[config.mk]
export PLATFORM = sky130hd
export DESIGN_NAME = fifo_write_arbiter_flat
export DESIGN_NICKNAME = d
export VERILOG_FILES = /design/src/rtl/fifo_write_arbiter_if.sv /design/src/rtl/fifo_write_arbiter.sv /design/src/flat_wrapper.sv
export SDC_FILE = /design/constraint.sdc
export NUM_CORES = 1
export LEC_CHECK = 0
export ABC_AREA = 1
export CELL_PAD_IN_SITES_DETAIL_PLACEMENT = 2
export CELL_PAD_IN_SITES_GLOBAL_PLACEMENT = 2
export CORE_UTILIZATION = 18
export DETAILED_ROUTE_END_ITERATION = 7
export PLACE_DENSITY_LB_ADDON = 0.1
export SYNTH_ARGS = -nofsm -noshare
export SYNTH_HDL_FRONTEND = slang
export SYNTH_SLANG_ARGS = --single-unit
[constraint.sdc]
create_clock -name clk -period 4.4 [get_ports clk]
set_input_delay 0.88 -clock clk [delete_from_list [all_inputs] [get_ports clk]]
set_output_delay 0.88 -clock clk [all_outputs]
set_load 0.01 [all_outputs]
[src/rtl/fifo_write_arbiter_if.sv]
// Handshake bundle between producers, the write arbiter and the FIFO write port.
// master = producer/FIFO side, slave = arbiter side.
interface fifo_write_arbiter_if #(
    parameter int N  = 4,
    parameter int DW = 8
);
    logic [N-1:0]    req;
    logic [N-1:0]    req_last;
    logic [N*DW-1:0] req_data;
    logic [N-1:0]    gnt;
    logic            ffull;
    logic            fifo_wr;
    logic [DW-1:0]   fifo_din;

    modport master (
        output req, req_last, req_data, ffull,
        input  gnt, fifo_wr, fifo_din
    );

    modport slave (
        input  req, req_last, req_data, ffull,
        output gnt, fifo_wr, fifo_din
    );
endinterface

[src/rtl/fifo_write_arbiter.sv]
// Round-robin write arbiter sharing one FIFO write port between N producers.
// One owner is locked per burst of up to BURST beats; stalls on ffull.
module fifo_write_arbiter #(
    parameter int N     = 4,
    parameter int DW    = 8,
    parameter int BURST = 4,
    localparam int OW   = (N > 1) ? $clog2(N) : 1,
    localparam int CW   = $clog2(BURST + 1)
) (
    input  logic                 clk,
    input  logic                 rst_n,
    fifo_write_arbiter_if.slave  bus,
    output logic                 busy,
    output logic [OW-1:0]        owner,
    output logic [CW-1:0]        beat_cnt
);
    typedef enum logic {IDLE, BUSY} state_t;

    state_t        state_q;
    logic [OW-1:0] owner_q;
    logic [OW-1:0] rr_q;
    logic [CW-1:0] cnt_q;

    logic [DW-1:0] dat [N];
    logic [OW-1:0] pick;
    logic [OW-1:0] nxt_owner;
    logic          own_req;
    logic          accept;
    logic          burst_end;

    for (genvar g = 0; g < N; g++) begin : g_split
        assign dat[g] = bus.req_data[g*DW +: DW];
    end

    // Round-robin search starting at rr_q, wrapping modulo N
    always_comb begin
        int   idx;
        logic found;
        pick  = rr_q;
        found = 1'b0;
        idx   = 0;
        for (int i = 0; i < N; i++) begin
            idx = int'(rr_q) + i;
            if (idx >= N) idx = idx - N;
            if (!found && bus.req[OW'(idx)]) begin
                pick  = OW'(idx);
                found = 1'b1;
            end
        end
    end

    assign own_req   = bus.req[owner_q];
    assign accept    = (state_q == BUSY) && own_req && !bus.ffull;
    assign burst_end = bus.req_last[owner_q] || (cnt_q == CW'(BURST - 1));
    assign nxt_owner = (owner_q == OW'(N - 1)) ? '0 : owner_q + 1'b1;

    // Grant and FIFO write follow ffull and the owner's req combinationally
    always_comb begin
        bus.gnt = '0;
        if (state_q == BUSY && !bus.ffull) bus.gnt[owner_q] = 1'b1;
        bus.fifo_wr  = accept;
        bus.fifo_din = accept ? dat[owner_q] : '0;
    end

    // Arbitration FSM: lock an owner, count beats, rotate on exit
    always_ff @(posedge clk) begin
        if (rst_n) begin
            state_q <= IDLE;
            owner_q <= '0;
            rr_q    <= '0;
            cnt_q   <= '0;
        end else begin
            unique case (state_q)
                IDLE: begin
                    if (|bus.req) begin
                        owner_q <= pick;
                        cnt_q   <= '0;
                        state_q <= BUSY;
                    end
                end
                BUSY: begin
                    if (!own_req) begin
                        state_q <= IDLE;
                        rr_q    <= nxt_owner;
                    end else if (accept) begin
                        cnt_q <= cnt_q + 1'b1;
                        if (burst_end) begin
                            state_q <= IDLE;
                            rr_q    <= nxt_owner;
                        end
                    end
                end
                default: state_q <= IDLE;
            endcase
        end
    end

    assign busy     = (state_q == BUSY);
    assign owner    = owner_q;
    assign beat_cnt = cnt_q;
endmodule
[src/flat_wrapper.sv]
// flat-port wrapper written by rule: the top's interface ports become plain ports
module fifo_write_arbiter_flat 
#(
    parameter int N     = 4,
    parameter int DW    = 8,
    parameter int BURST = 4,
    localparam int OW   = (N > 1) ? $clog2(N) : 1,
    localparam int CW   = $clog2(BURST + 1)
)
  (clk, rst_n, busy, owner, beat_cnt, bus_req, bus_req_last, bus_req_data, bus_ffull, bus_gnt, bus_fifo_wr, bus_fifo_din);
  fifo_write_arbiter_if #(.N(N), .DW(DW)) bus_i ();
  input  logic clk;
  input  logic rst_n;
  output logic busy;
  output logic [OW-1:0] owner;
  output logic [CW-1:0] beat_cnt;
  input wire logic [$bits(bus_i.req)-1:0] bus_req;
  input wire logic [$bits(bus_i.req_last)-1:0] bus_req_last;
  input wire logic [$bits(bus_i.req_data)-1:0] bus_req_data;
  input wire logic [$bits(bus_i.ffull)-1:0] bus_ffull;
  output wire logic [$bits(bus_i.gnt)-1:0] bus_gnt;
  output wire logic [$bits(bus_i.fifo_wr)-1:0] bus_fifo_wr;
  output wire logic [$bits(bus_i.fifo_din)-1:0] bus_fifo_din;
  assign bus_i.req = bus_req;
  assign bus_i.req_last = bus_req_last;
  assign bus_i.req_data = bus_req_data;
  assign bus_i.ffull = bus_ffull;
  assign bus_gnt = bus_i.gnt;
  assign bus_fifo_wr = bus_i.fifo_wr;
  assign bus_fifo_din = bus_i.fifo_din;
  fifo_write_arbiter #(.N(N), .DW(DW), .BURST(BURST)) u_core (.clk(clk), .rst_n(rst_n), .bus(bus_i), .busy(busy), .owner(owner), .beat_cnt(beat_cnt));
endmodule
# Yosys cells after proc, flatten, opt, wreduce, memory -nomap -nowiden
# Cells that the tools add are included.
dict set report totals {
  reg_bits 8
  word_cells 96
}
dict set report classes {
  reduce_logical 16
  order_cmp 11
  bitwise 2
  mux 47
  n_eq_ne 7
  addsub 9
}
# operator count
set op_table {}
lappend op_table {{two-way mux 2 bit} 12}
lappend op_table {{two-way mux 8 bit} 3}
lappend op_table {{two-way mux 1 bit} 18}
lappend op_table {{binary-select mux 8 bit (select 2 bit)} 1}
lappend op_table {{< comparator 2 x 4 -> 1 bit (second input constant)} 4}
lappend op_table {{binary-select mux 1 bit (select 2 bit)} 6}
lappend op_table {{>= comparator 3 bit (second input constant)} 4}
lappend op_table {{two-way mux 3 bit} 3}
lappend op_table {{inequality test 2 bit (second input constant)} 4}
lappend op_table {{subtractor 2 x 1 -> 2 bit (second input constant)} 4}
lappend op_table {{logical AND 1 bit} 7}
lappend op_table {{adder 2 x 2 -> 3 bit (second input constant)} 2}
lappend op_table {{one-hot mux 3 bit (2 select lines)} 1}
lappend op_table {{AND reduction 3 bit} 2}
lappend op_table {{logical NOT 1 bit} 4}
lappend op_table {{two-way mux 4 bit} 1}
lappend op_table {{OR reduction 4 bit} 1}
lappend op_table {{adder 2 x 1 -> 3 bit (second input constant)} 1}
lappend op_table {{adder 3 x 1 -> 3 bit (second input constant)} 1}
lappend op_table {{equality test 3 x 2 -> 1 bit (second input constant)} 1}
lappend op_table {{>= comparator 2 x 3 -> 1 bit (second input constant)} 1}
lappend op_table {{< comparator 2 x 3 -> 1 bit (second input constant)} 1}
lappend op_table {{NOT 2 -> 3 bit} 1}
lappend op_table {{adder 2 x 1 -> 2 bit (second input constant)} 1}
lappend op_table {{8 further kinds} 8}

# Longest topological paths before layout
dict set report logic_depth {
  word_depth 15
  mapped_depth 12
}

# Least setup slack after synthesis
# No wires, ideal clock.
dict set report synth_path {
  path_kind {in2out}
  start {input port bus_req[0]}
  end {output port bus_fifo_din[0]}
  required_ps 3520
  stages 5
  arrival_time_ps 1581
  slack_ps 1939
  cell_sequence {inv_1 o21ai_0 nand3_1 buf_2 a21oi_1}
}
dict set report synth_between {
  elab_chain_len 5
}
# item line
set synth_rtl {}
lappend synth_rtl {{from (decl)} flat_wrapper.sv:17} ;# input wire logic [$bits(bus_i.req)-1:0] bus_req;
lappend synth_rtl {{binary-select mux 1 bit (select 2 bit)} fifo_write_arbiter.sv:52} ;# assign own_req = bus.req[owner_q];
lappend synth_rtl {{two-way mux 1 bit (not written as such)} fifo_write_arbiter.sv:52}
lappend synth_rtl {{logical AND 1 bit (2 in series)} fifo_write_arbiter.sv:53} ;# assign accept = (state_q == BUSY) && own_req && !bus.ffull;
lappend synth_rtl {{two-way mux 8 bit} fifo_write_arbiter.sv:62} ;# bus.fifo_din = accept ? dat[owner_q] : '0;
lappend synth_rtl {{to (decl)} flat_wrapper.sv:23} ;# output wire logic [$bits(bus_i.fifo_din)-1:0] bus_fifo_din;
# Every way passes these cells. The select of a mux whose other input is x is not followed.

# Worst setup path after layout
dict set report layout_path {
  start {input port bus_req[0]}
  end {output port bus_fifo_din[2]}
}
# Same word-level chain as after synthesis.

==> metrics.cfg <==
[route]
wirelength_um = 4380
viasPerCell = 4.49
drtPass1Iterations = 3
vias = 1445
wl_per_cell_um = 13.6
drt_iter0_markers = 30
drc = 0
ant_nets = 0

[pwr]
p_leak_uw = 0.000755
sw_frac_of_total_pct = 51.5
internal_power_uw = 373
comb_power_share_pct = 71.6
p_sw_uw = 397
pwr-share-seq_pct = 17.2
max-vdd-ir-drop_mv = 0.144
pwr_density_cell_nw_per_um2 = 446
clkPwrFrac_pct = 11.2

[cells_and_area]
final_nets = 301
fillerInstances = 711
syn2layout_area_growth_pct = 69.7
final_cell_area_sq_um = 1730
layout-drive-gt1-share_pct = 5.60
antenna_cells = 0

[clocking]
cts_hold_buf = 0
numClockSinks = 8
clk_latency_ns = 0.23
cts_resized = 0
cts_root_buf = clkbuf_8
postCtsSetupBuffers = 0
cts_buffers = 3
cts_max_level = 1
clk_path_buf_depth = 2
cts.clk_slew.worst_paths_ns = 0.04
cts_tree = built

[job]
maxCapViolCount = 0

[setup_path]
cp.arrival_ns = 2.93
startpoint_type = primary input
ff2ff_setup_slack_ns = 2.55
cp.required_ns = 3.52
cp_max_fo = 11
critPathCaptureType = output pin
crit_type = in -> out

[placement]
place_congestion = 0.695
placed_area_sq_um = 1690
hpwl_um = 3490
numPortBuffers = 61

[synth]
synth_warnings = 0
ys_ff_latch = 8
syn_area_per_cell_sq_um = 5.30
synth_nets = 241
synth_seq_area_share_pct = 15.7
syn_inst = 192
yosysUniqueCellTypes = 20
synth_area_sq_um = 1020

[sta]
setup_viol = 0
finClkSkew_ns = 0.00396
timing.fmax_mhz = 262
slew_viol_final = 0
finalHoldViolations = 0
relSlewSlack_pct = 56.8
fin_crit_ns = 3.81
finalSetupTns_ns = 0
period_share_pct = 86.6
tightestPinTransition_ns = 0.647
rsz0062_at_grt = no

[global_route]
antenna_found_initial = 0
grtUsageMet2_pct = 27.5
busiest_layer = met2
grt_max_degree = 23
use_met3_pct = 2.14
grt.overflow.total = 0
use_met1_pct = 18.9
globalRouteTotalUtil_pct = 15.2
grt_pass1_wl_um = 7330
grt_pass1_vias = 1526

[floorplan]
row_count = 27
die-area_sq_um = 5960
core_sq_um = 5470
die_x_um = 77.2
initial_core_util_pct = 18.6
die_h_um = 77.2
pin_count = 62

[worst_hold_path]
hp-class = reg -> reg

[outcome]
outcome = finished clean

state kept, by name, indices dropped and copies added (netlist names):
name             flops
u_core.beat_cnt      3
u_core.owner         2
u_core.rr_q          2
u_core.busy          1
metrics by stage:
step,utilization (%),cells,total power (uW),hold WS [ns],setup slack [ns]
floorplan,-,192,497,0.488,1.94
global placement,30.8,319,690,0.474,0.618
detailed placement,30.8,319,698,0.478,0.534
CTS,31.6,322,794,0.485,0.538
global route,31.6,322,866,0.506,0.343
finish,31.6,322,770,0.476,0.589
cell families (layout without fill, tap and decap cells):
group                      count (synthesis)  in the layout  share of synthesized area, %
buffers and inverters                     29             87                          12.4
and+or+nand+nor                          105            105                          42.2
DFF                                        8              8                          15.7
adders and majority gates                  6              6                          7.38
AOI/OAI and AO/OA                         44             44                          22.3
metal layers:
layer  part of all wire (%)  wire length [um]  vias to the layer above
li1                       -                 -                      724
met5                      0                 0                        -
met1                     47              2060                      676
met4                   0.69                30                        0
met2                     48              2090                       41
met3                    4.4               192                        4
area by class of cell:
type,instances,area (sq um),share of cell area [%]
multi-input cells,155,731,42.3
repair buffers,63,626,36.2
flip-flops and latches,8,160,9.28
well taps,72,90.1,5.22
inverters,21,78.8,4.57
clock buffers,3,41.3,2.39
synth_stat cells:
master	number	area, sq um
dfxtp_1	8	160
nand3b_1	1	7.51
nand3_1	11	55.1
inv_2	3	11.3
nand2_1	44	165
nand2_2	3	18.8
a21oi_2	1	8.76
ha_1	6	75.1
o21ai_0	23	115
nor2_1	44	165
buf_4	1	7.51
clkbuf_1	1	3.75
nor2_4	1	11.3
inv_1	18	67.6
o21ai_1	3	15.0
buf_2	5	25.0
o211ai_1	1	7.51
or2_2	1	6.26
buf_6	1	11.3
a21oi_1	16	80.1
final timing paths:
kind	from	endpoint	cells past startpoint
worst max register to register	u_core.owner[0]$_SDFFE_PP0P_	u_core.rr_q[1]$_SDFFE_PP0P_	8
worst min-delay path	u_core.beat_cnt[2]$_SDFFE_PP0P_	u_core.beat_cnt[2]$_SDFFE_PP0P_	2
worst max-delay path	bus_req[0]	bus_fifo_din[2]	6
worst min register to register	u_core.beat_cnt[2]$_SDFFE_PP0P_	u_core.beat_cnt[2]$_SDFFE_PP0P_	2
cell usage in the layout (no fill, tap or decap):
master / instances
clkdlybuf4s50_1: 61
or2_2: 1
inv_1: 18
inv_2: 3
nand2_1: 44
buf_4: 2
a21oi_1: 16
nand3b_1: 1
dfxtp_1: 8
nand2_2: 3
o21ai_1: 3
nor2_4: 1
nor2_1: 44
o211ai_1: 1
o21ai_0: 23
a21oi_2: 1
nand3_1: 11
clkbuf_8: 3
ha_1: 6
worst max-delay path, stage by stage:
cell,delay (ns)
clkdlybuf4s50_1,0.50
inv_1,0.08
o21ai_0,0.21
nand3_1,0.40
a21oi_1,0.27
clkdlybuf4s50_1,0.58
power by group through the flow:
| stage | Sequential [uW] | Combinational, uW | Clock, uW |
|---|---|---|---|
| finish | 133 | 551 | 86.3 |
| floorplan | 123 | 374 | 0 |
| global placement | 134 | 556 | 0 |
| global route | 138 | 633 | 95.2 |
| detailed placement | 134 | 564 | 0 |
| CTS | 133 | 569 | 91.3 |
Power figures use the tool's default switching activity.
